$ cat src/rtl/demux1to4_buf_if.sv
// -----------------------------------------------------------------------------
// demux1to4_buf_if
//   Bus bundle for the buffered 1-to-4 distributor.
//   Producer side : in_valid, in_ready, sel, DataIn (+ bcast when
//                   DEMUX4_BCAST_EN is defined)
//   Consumer side : out_valid[3:0], out_ready[3:0], DataOut[4*WIDTH-1:0]
//   Status        : busy
//   Modports: master = producer/consumer environment, slave = distributor.
// -----------------------------------------------------------------------------
interface demux1to4_buf_if #(
   parameter int WIDTH = 32
);
   logic                 in_valid;
   logic                 in_ready;
   logic [1:0]           sel;
   logic [WIDTH-1:0]     DataIn;
   logic [3:0]           out_valid;
   logic [3:0]           out_ready;
   logic [4*WIDTH-1:0]   DataOut;
   logic                 busy;
`ifdef DEMUX4_BCAST_EN
   logic                 bcast;

   modport master (
      output in_valid, sel, DataIn, bcast, out_ready,
      input  in_ready, out_valid, DataOut, busy
   );
   modport slave (
      input  in_valid, sel, DataIn, bcast, out_ready,
      output in_ready, out_valid, DataOut, busy
   );
`else
   modport master (
      output in_valid, sel, DataIn, out_ready,
      input  in_ready, out_valid, DataOut, busy
   );
   modport slave (
      input  in_valid, sel, DataIn, out_ready,
      output in_ready, out_valid, DataOut, busy
   );
`endif
endinterface

$ cat src/rtl/demux1to4_buf.sv
// -----------------------------------------------------------------------------
// demux1to4_buf
//   Buffered 1-to-4 distributor. One WIDTH-bit word per cycle is accepted on a
//   valid/ready input and steered by sel into one of four DEPTH-entry FIFOs;
//   each lane drains on its own valid/ready port.
//
//   Ports:
//     CLK    - clock, rising edge
//     Reset  - asynchronous, active-high; discards all buffered words
//     bus    - demux1to4_buf_if.slave (in_valid/in_ready/sel/DataIn,
//              out_valid/out_ready/DataOut, busy)
//
//   Optional feature: DEMUX4_BCAST_EN adds bus.bcast; a broadcast word is
//   written to all four lanes on one edge and is accepted only when no lane
//   is full.
//
//   Parameters: WIDTH (data width), DEPTH (entries per lane, power of two >= 2)
// -----------------------------------------------------------------------------
module demux1to4_buf #(
   parameter int WIDTH = 32,
   parameter int DEPTH = 2
) (
   input logic             CLK,
   input logic             Reset,
   demux1to4_buf_if.slave  bus
);
   localparam int PTR_W = $clog2(DEPTH);
   localparam int CNT_W = $clog2(DEPTH + 1);

   logic [3:0] laneFull;
   logic [3:0] push;
   logic [3:0] pop;
   logic       bcastSel;

`ifdef DEMUX4_BCAST_EN
   assign bcastSel     = bus.bcast;
   // Broadcast needs room in every lane; unicast only in the addressed one.
   assign bus.in_ready = bus.bcast ? ~|laneFull : ~laneFull[bus.sel];
`else
   assign bcastSel     = 1'b0;
   assign bus.in_ready = ~laneFull[bus.sel];
`endif

   assign bus.busy = |bus.out_valid;

   for (genvar g = 0; g < 4; g++) begin : gLane
      logic [WIDTH-1:0] mem [DEPTH];
      logic [PTR_W-1:0] wrPtr;
      logic [PTR_W-1:0] rdPtr;
      logic [CNT_W-1:0] cnt;

      assign laneFull[g]      = (cnt == CNT_W'(DEPTH));
      assign bus.out_valid[g] = (cnt != '0);
      assign push[g]          = bus.in_valid & bus.in_ready &
                                (bcastSel | (bus.sel == 2'(g)));
      assign pop[g]           = bus.out_valid[g] & bus.out_ready[g];

      // Empty lanes present zero rather than stale storage.
      assign bus.DataOut[g*WIDTH +: WIDTH] = bus.out_valid[g] ? mem[rdPtr] : '0;

      // Pointers wrap naturally because DEPTH is a power of two.
      always_ff @(posedge CLK or posedge Reset) begin
         if (Reset) begin
            wrPtr <= '0;
            rdPtr <= '0;
            cnt   <= '0;
         end else begin
            if (push[g]) wrPtr <= wrPtr + PTR_W'(1);
            if (pop[g])  rdPtr <= rdPtr + PTR_W'(1);
            case ({push[g], pop[g]})
               2'b10:   cnt <= cnt + CNT_W'(1);
               2'b01:   cnt <= cnt - CNT_W'(1);
               default: cnt <= cnt;
            endcase
         end
      end

      // Storage needs no reset: it is only visible while cnt is non-zero.
      always_ff @(posedge CLK) begin
         if (push[g]) mem[wrPtr] <= bus.DataIn;
      end
   end
endmodule
$ cat src/flat_wrapper.sv
// flat-port wrapper written by rule: the top's interface ports become plain ports
module demux1to4_buf_flat 
#(
   parameter int WIDTH = 32,
   parameter int DEPTH = 2
)
  (CLK, Reset, bus_in_valid, bus_sel, bus_DataIn, bus_out_ready, bus_in_ready, bus_out_valid, bus_DataOut, bus_busy);
  demux1to4_buf_if #(.WIDTH(WIDTH)) bus_i ();
  input logic CLK;
  input logic Reset;
  input wire logic [$bits(bus_i.in_valid)-1:0] bus_in_valid;
  input wire logic [$bits(bus_i.sel)-1:0] bus_sel;
  input wire logic [$bits(bus_i.DataIn)-1:0] bus_DataIn;
  input wire logic [$bits(bus_i.out_ready)-1:0] bus_out_ready;
  output wire logic [$bits(bus_i.in_ready)-1:0] bus_in_ready;
  output wire logic [$bits(bus_i.out_valid)-1:0] bus_out_valid;
  output wire logic [$bits(bus_i.DataOut)-1:0] bus_DataOut;
  output wire logic [$bits(bus_i.busy)-1:0] bus_busy;
  assign bus_i.in_valid = bus_in_valid;
  assign bus_i.sel = bus_sel;
  assign bus_i.DataIn = bus_DataIn;
  assign bus_i.out_ready = bus_out_ready;
  assign bus_in_ready = bus_i.in_ready;
  assign bus_out_valid = bus_i.out_valid;
  assign bus_DataOut = bus_i.DataOut;
  assign bus_busy = bus_i.busy;
  demux1to4_buf #(.WIDTH(WIDTH), .DEPTH(DEPTH)) u_core (.CLK(CLK), .Reset(Reset), .bus(bus_i));
endmodule
$ cat config.mk
export PLATFORM = sky130hd
export DESIGN_NAME = demux1to4_buf_flat
export DESIGN_NICKNAME = d
export VERILOG_FILES = /design/src/rtl/demux1to4_buf_if.sv /design/src/rtl/demux1to4_buf.sv /design/src/flat_wrapper.sv
export SDC_FILE = /design/constraint.sdc
export NUM_CORES = 1
export LEC_CHECK = 0
export CORE_AREA = 2 2 141 143
export CTS_BUF_LIST = sky130_fd_sc_hd__clkbuf_8
export DETAILED_ROUTE_END_ITERATION = 8
export DIE_AREA = 0 0 143 145
export PLACE_DENSITY = 0.81
export SETUP_SLACK_MARGIN = 0.1
export SLEW_MARGIN = 20
export SYNTH_ARGS = -nofsm -noshare
export SYNTH_HDL_FRONTEND = slang
export SYNTH_SLANG_ARGS = --single-unit
$ cat constraint.sdc
create_clock -name CLK -period 3.3 [get_ports CLK]
set_clock_uncertainty 0.1 [all_clocks]
set_input_delay 0.66 -clock CLK [delete_from_list [all_inputs] [get_ports CLK]]
set_output_delay 0.66 -clock CLK [all_outputs]
set_load 0.03 [all_outputs]
==> results.txt, run 1 <==
- Synth Area in XOR/XNOR: under 10%
- Number of input and output port buffers inserted: around 170
- Dividing the detail-routed via count by the number of cells gives 5.32.
* Fraction of layout cells with a size suffix above 1: approximately an eighth
- For this run the aggregate overflow at the end of global routing stands at 0.
- Global routing used between 20% and 30% of the available tracks.
- In this run the cell area measured after placement is around 13000 sq um.
- The first global-routing pass estimated between 30 and 40 mm of wire.
- DRC: 0
- Number of nets produced by synthesis: roughly 660
* Top fanout value on the critical path: 12
- The routed design has 24.1 mm of wire.
- Top Metal Used: met4
- Critical path data arrival time: around 2400 ps
- In this run the deepest clock path goes through 3 buffers.
- For this run, the post-layout net count is between 800 and 900.
- In this run, post-CTS hold repair placed 0 buffers.
- Routability-driven placement congestion ratio: between 0.8 and 0.9
* Share of the synthesized area in compound gates (AO/OA/AOI/OAI): 0%
- The tree is rooted in a sky130_fd_sc_hd__clkbuf_8.
- After clock tree synthesis, the clock-pin slew on the worst setup and hold paths is about 60 ps.
- Count of routing violations after the opening detailed-route iteration: approximately 390
- The flow ran to the end, and the final reports show no timing, DRC or antenna violations.
- The routed layout has roughly 6000 vias.
- The finished cells cover approximately 13000 sq um.
- STA classifies the critical path startpoint as a register.
- The detail route stage leaves a number of antenna-violating nets equal to 0.
* Core area: 19200 sq um
* Max-slew headroom at the worst pin: a little over half
* Hold Path Class: input pin to async pin
- In the final routed layout, each cell accounts on average for 21.3 um.
- Number of synthesized register bits: approximately 270
- By startpoint and endpoint, the worst setup path is classified as register to output pin.
- Die Height: 145 um
* Total design power: 0.0127 W
* Buffers inserted during post-CTS setup optimization: 0
- For this run, the register share of the synthesized area comes to between 70 and 80%.
- Area growth from synthesis to layout: 28.4%
* CTS tree: done
- After synthesis, the mean cell area works out to roughly 17 sq um.
- After layout, the minimum clock period comes to between 3000 and 4000 ps.
* CTS Buf Count: between 40 and 50
* Vias in the first global route: 6420
- CTS built an H-tree with a depth of 2.
- Max Cap Violations: 0
* Total met2 wirelength after detailed routing: roughly 13 mm
* Max Fclk: around 310 MHz
- Leaving out fill and tap cells, the most frequent cells in the layout are sky130_fd_sc_hd__edfxtp_1, sky130_fd_sc_hd__clkdlybuf4s50_1, sky130_fd_sc_hd__nor2_1.
* Die ar.: between 20000 and 25000 sq um
* Count of inserted antenna diode cells: 0
- Leaving out fill and tap cells, the most frequent cell in the layout is sky130_fd_sc_hd__edfxtp_1.
- The final hold violation count came to 0.
- Final Max Slew Viols: 0
- Once detailed placement completed, the half-perimeter wirelength came to 15.6 mm.
- Row generation in the floorplan step produced 51 rows.
* Endpoint class of the critical path: output pin
- The number of antenna violations at the first check in global routing came to 0.
- The die is 143 um wide.
- Summed over all failing endpoints, the final setup total negative slack is 0 ps.
- Endpoint required time on the critical path: around 2500 ps
* Static leakage: approximately 5 nW
- Top Ports: approximately 180
- Once the floorplan was initialized, standard cells occupied 54.5% of the core.
- Utilization after layout: 69.9%
* Total standard cell area after synthesis: between 10000 and 15000 sq um
- The first detailed-routing pass took 4 iterations.
- Dividing total power by cell area gives a power density of between 900 and 1000 nW/um^2.
- Counting every sink on the clock net gives about 270.
* Fraction of the mapped netlist area in simple logic gates: slightly above 6%
- During synthesis, Yosys emitted a total of 0 warnings.
- The cell count after synthesis came out at 619.
- Worst hold slack: about 440 ps
- The clock reaches the later pin of the worst-skew pair after approximately 520 ps.
* Final setup violating endpoints: 0
- Routed met1 length: around 9.5 mm
- Post-synth cell types: 20
- In the finished design, the share of the clock period the worst path needs comes to a little over nine tenths.
* Setup repair after global routing missed its margin: yes
* Portion of netlist area occupied by mux cells: roughly 12%
* Actual transition at the worst max-transition pin: just under 700 ps
- Entering global routing, the biggest net connects 26 pins.
- Maximum VDD drop: between 0.0006 and 0.0007 V
- In the detailed route, the total length drawn on met3 is about 1.4 mm.
- By area, the combinational part of the netlist is dominated by multiplexers.
- Area share of fa/ha/maj cells after synthesis: less than 1%
## through the flow
step / setup slack (ps) / std cells
2_1_floorplan: 408 / 619
5_1_grt: 73.7 / 1130
4_1_cts: 115 / 1130
3_5_place_dp: 211 / 1062
3_3_place_gp: 198 / 1062
6_report: 96.8 / 1130
## path summary, 6_finish.rpt
| check | slack [ps] | start | endpoint | depth (start not counted) |
|---|---|---|---|---|
| worst min-delay path | 440 | Reset | u_core.gLane[3].rdPtr | 2 |
| max in group asynchronous | 2150 | Reset | u_core.gLane[0].rdPtr | 2 |
| worst max register to register | 1250 | u_core.gLane[1].cnt[0] | u_core.gLane[1].cnt[1] | 6 |
| worst min register to register | 450 | u_core.gLane[1].cnt[1] | u_core.gLane[1].cnt[1] | 1 |
| min in group CLK | 450 | u_core.gLane[1].cnt[1] | u_core.gLane[1].cnt[1] | 1 |
| worst max-delay path | 100 | u_core.gLane[3].rdPtr | bus_DataOut[117] | 4 |
## critical path: stages (launching register included)
cell and delay [ps]:
sky130_fd_sc_hd__dfrtp_4 580, sky130_fd_sc_hd__buf_4 250, sky130_fd_sc_hd__mux2i_1 150, sky130_fd_sc_hd__nor2_1 210, sky130_fd_sc_hd__clkdlybuf4s50_1 730
## kinds of logic (layout without fill, tap and decap cells)
logic type | after synthesis | count (layout)
AND/OR/NAND/NOR | 158 | 158
adder cells (fa/ha/maj) | 4 | 4
XOR/XNOR | 20 | 20
flip-flops | 272 | 272
multiplexers | 129 | 129
buffers and inverters | 36 | 282
## synth_stat cells
| master | number | area (sq um) |
|---|---|---|
| sky130_fd_sc_hd__edfxtp_1 | 256 | 7690 |
| sky130_fd_sc_hd__nor2_1 | 139 | 522 |
| sky130_fd_sc_hd__mux2i_1 | 128 | 1280 |
| sky130_fd_sc_hd__buf_2 | 16 | 80.1 |
| sky130_fd_sc_hd__dfrtp_1 | 16 | 400 |
| sky130_fd_sc_hd__buf_4 | 12 | 90.1 |
| sky130_fd_sc_hd__xnor2_1 | 12 | 105 |
| sky130_fd_sc_hd__xor2_1 | 8 | 70.1 |
| sky130_fd_sc_hd__and2_1 | 4 | 25.0 |
| sky130_fd_sc_hd__ha_1 | 4 | 50.1 |
| sky130_fd_sc_hd__inv_1 | 4 | 15.0 |
| sky130_fd_sc_hd__inv_2 | 4 | 15.0 |
| sky130_fd_sc_hd__nand2b_1 | 4 | 25.0 |
| sky130_fd_sc_hd__nor2_2 | 4 | 25.0 |
| sky130_fd_sc_hd__nand4_1 | 2 | 12.5 |
| sky130_fd_sc_hd__nand4b_1 | 2 | 17.5 |
| sky130_fd_sc_hd__and3_1 | 1 | 6.26 |
| sky130_fd_sc_hd__mux4_2 | 1 | 22.5 |
| sky130_fd_sc_hd__nand2_1 | 1 | 3.75 |
| sky130_fd_sc_hd__nor3b_1 | 1 | 7.51 |
## per-layer routing
layer | global-route usage [%] | vias up
met2 | 40.7 | 214
met1 | 29.5 | 3065
met5 | 0 | -
met4 | 8.27 | 0
met3 | 4.52 | 32
li1 | - | 2703
## flip-flops by register name, summed over array words and instances, names as in the netlist
signal	cells
u_core.gLane.cnt	8
u_core.gLane.mem	256
u_core.gLane.rdPtr	4
u_core.gLane.wrPtr	4
## cell type report
class                   count  area, sq um
multi-input cells         311         2250
well taps                 265          332
fillers                  1241         5780
flip-flops and latches    272         8100
clock buffers              43          592
repair buffers            206         2030
inverters                   8         30.0
clock inverters            25          103
## report_power, final
part           total [W]  leakage (nW)  switching (W)  internal, W
registers        0.00446          2.50       0.000323      0.00413
clock network    0.00238         0.398        0.00118      0.00120
logic            0.00587          2.08        0.00352      0.00235
## repair_timing
action,in CTS,in global routing
gates resized for setup,2,3
cloned,0,0
pin swaps,0,0
setup endpoints to repair,11,31
Power figures use the tool's default switching activity.
==> run 2: changes to the inputs <==
Settings changed: CORE_AREA 2 2 141 143 to 2 2 165 167, DIE_AREA 0 0 143 145 to 0 0 167 169, PLACE_DENSITY 0.81 to 0.61.
==> results.txt, run 2 (synthesized netlist as in run 1, its figures left out) <==
- The critical path buffer and inverter count is 2 (unchanged).
- The die area is 28200 sq um (+36%).
- Count of non-filler cells in the finished layout: 1221 (+8.1%)
* Largest net degree at the start of global routing: 33 (+27%)
- The overall fraction of global-route tracks in use came to 17.0% (-6.5 points).
- The area taken by multi-input logic gates was 2250 sq um (unchanged).
* Actual transition at the worst max-transition pin: 638 ps (-43.9 ps)
- Global-route wire length before repair: 36.4 mm (about the same)
- Static leakage: 5.22 nW (+4.8%)
- Nature of the critical path startpoint: register
* Number of input and output port buffers inserted: 174 (unchanged)
- Floorplan row count: 60 (+18%)
- The number of hold buffers added after cts was 0 (unchanged).
* Result of the run: complete, no violations
- Commonest non-fill, non-tap cells in the layout: sky130_fd_sc_hd__edfxtp_1, sky130_fd_sc_hd__clkdlybuf4s50_1, sky130_fd_sc_hd__nor2_1
* Top fanout value on the critical path: 13 (+1)
- Count of routing violations after the opening detailed-route iteration: 303 (-22%)
- The die extent in x was 167 um (+17%).
- HPWL after DPL: 16.0 mm (+2.9%)
- The relative slew slack is 57.4% (+2.9 points).
- # H-tree levels: 2 (unchanged)
* CTS tree: done
- The die height was 169 um (+17%).
* Post-detailed-route via-to-cell ratio: 4.81 (-9.7%)
- The first-pass iteration count of the detailed router was 4 (unchanged).
- The antenna diode count was 0 (unchanged).
- The critical path in this run is classified as register to output pin.
- Final-layout fill cell count: 2179 (+76%)
- Placement-stage worst setup slack: 203 ps (-7.36 ps)
- The overall overflow remaining after global route is 0 (unchanged).
- Vias in the first global route: 6407 (-0.20%)
* Placed Cells: 1137 (+7.1%)
- Total negative setup slack: 0 ps (unchanged)
* Final Hold Fails: 0 (unchanged)
- The core region area is 26500 sq um (+38%).
- Leaving out fill and tap cells, the most frequent cell in the layout is sky130_fd_sc_hd__edfxtp_1.
* Number of antenna violations at the first check in global routing: 1 (+1)
- The final period utilization came to 95.0% (-2.0 points).
* Final Max Slew Viols: 0 (unchanged)
- Max Root-Sink Buffers: 3 (unchanged)
* Clock latency reported for the late side of the worst-skew pair: 540 ps (+20 ps)
- The clock sink count was 272 (unchanged).
- WL/cell: 19.8 um (-7.3%)
* Crit-path slowest cell: sky130_fd_sc_hd__clkdlybuf4s50_1
- The highest clock frequency the design can meet was 319 MHz (+2.1%).
- The data arrival time of the critical path is 2380 ps (-60 ps).
- The total detailed-routing wirelength came to 24.1 mm (+0.18%).
- The cell sitting at the root of the clock tree is a sky130_fd_sc_hd__clkbuf_8.
- The fraction of layout instances using a drive strength above 1 is 13.5% (+1.8 points).
- Register with the highest flop count: u_core.gLane.mem
- Setup repair after global routing missed its margin: no
- The count of nets after finishing came to 891 (+0.56%).
- Sequential Area: 8100 sq um (about the same)
- Kind of cell adding the most delay to the critical path: buffers and inverters
* Max Cap Violations: 0 (unchanged)
- Final setup slack of the worst path: 164 ps (+67.1 ps)
* Endpoint required time on the critical path: 2540 ps (about the same)
- The last weighted congestion value of the routability-driven placer came to 0.778 (-3.3%).
* Final setup violating endpoints: 0 (unchanged)
- Power per Cell Area: 959 nW/um^2 (+1.3%)
* Number of flip-flops in the largest register: 256 (unchanged)
- The worst vdd rail ir drop came to 0.000635 V (+1.2%).
* Area growth from synthesis to layout: 31.8%
- In this run the worst hold path is classified as input pin to async pin.
- DRC: 0 (unchanged)
* Final critical path time including I/O delays and setup: 3140 ps (-67.1 ps)
- The critical path goes through buf_4, mux2i_1, nor2_1, clkdlybuf4s50_1.
- The via count was 5869 (-2.4%).
- Total design power: 0.0132 W (+4.0%)
- The clock-pin slew reported for the worst setup and hold paths after clock tree synthesis was 60 ps (about the same).
- The worst setup path is captured at an output pin.
* Biggest registers after layout: u_core.gLane.mem (256), u_core.gLane.cnt (8)
* Initial Utilization: 39.5% (-15 points)
* Biggest cell delay along the critical path: 720 ps (about the same)
- The number of buffers created by CTS came to 45 (+7.1%).
- The residual antenna-violating net count after detailed routing came to 0 (unchanged).
- The top-level I/O count came to 175 (unchanged).
-- run 2: changes by cell type in the layout (fill, tap and decap cells not counted), sizes merged --
cell | before | now
dlymetal6s2s | 1 | 12
clkinv | 13 | 16
clkdlybuf4s50 | 173 | 162
clkbuf | 43 | 49
bufinv | 0 | 3
clkinvlp | 1 | 2
buf | 32 | 34
-- run 2: worst paths after layout --
kind	startpoint	to	slack, ps	cells past startpoint
max in group asynchronous	Reset	u_core.gLane[3].rdPtr	2200	2
worst max-delay path	u_core.gLane[3].rdPtr	bus_DataOut[114]	160	4
worst min register to register	u_core.gLane[0].wrPtr	u_core.gLane[0].wrPtr	450	1
worst min-delay path	Reset	u_core.gLane[2].rdPtr	420	2
min in group CLK	u_core.gLane[0].wrPtr	u_core.gLane[0].wrPtr	450	1
worst max register to register	u_core.gLane[1].cnt[0]	u_core.gLane[1].mem[1][25]	1250	4
-- run 2: repair_timing --
item | in CTS | in global routing
cloned | 0 | 0
setup endpoints to repair | 33 | 15
gates resized for setup | 2 | 12
setup buffers | 2 | 1
pin swaps | 1 | 1
-- run 2: power by group --
group,leakage (nW),internal [W],total [W],switching [W]
Clock,0.501,0.00162,0.00292,0.00130
Combinational,2.22,0.00235,0.00589,0.00354
Sequential,2.50,0.00413,0.00441,0.000283
-- run 2: cell type report --
cell class / instances / share of cell area [%]
flip-flops and latches: 272 / 58.7
well taps: 341 / 3.09
inverters: 8 / 0.218
clock buffers: 49 / 4.89
multi-input cells: 311 / 16.3
repair buffers: 208 / 15.1
clock inverters: 32 / 1.69
-- run 2: stage by stage --
| stage | util (%) | cell area [sq um] | hold WS, ps |
|---|---|---|---|
| floorplan | - | 10500 | 360 |
| global placement | 48.4 | 12800 | 432 |
| detailed placement | 48.4 | 12800 | 441 |
| CTS | 51.9 | 13700 | 435 |
| global route | 52.0 | 13800 | 459 |
| finish | 52.0 | 13800 | 423 |
-- run 2: routing by layer --
| metal | wire length, um | part of all wire [%] | GRT usage, % |
|---|---|---|---|
| met1 | 9950 | 41 | 20.9 |
| met4 | 571 | 2.4 | 5.77 |
| met3 | 1330 | 5.5 | 3.81 |
| met5 | 11 | 0.046 | 0 |
| met2 | 12300 | 51 | 29.7 |
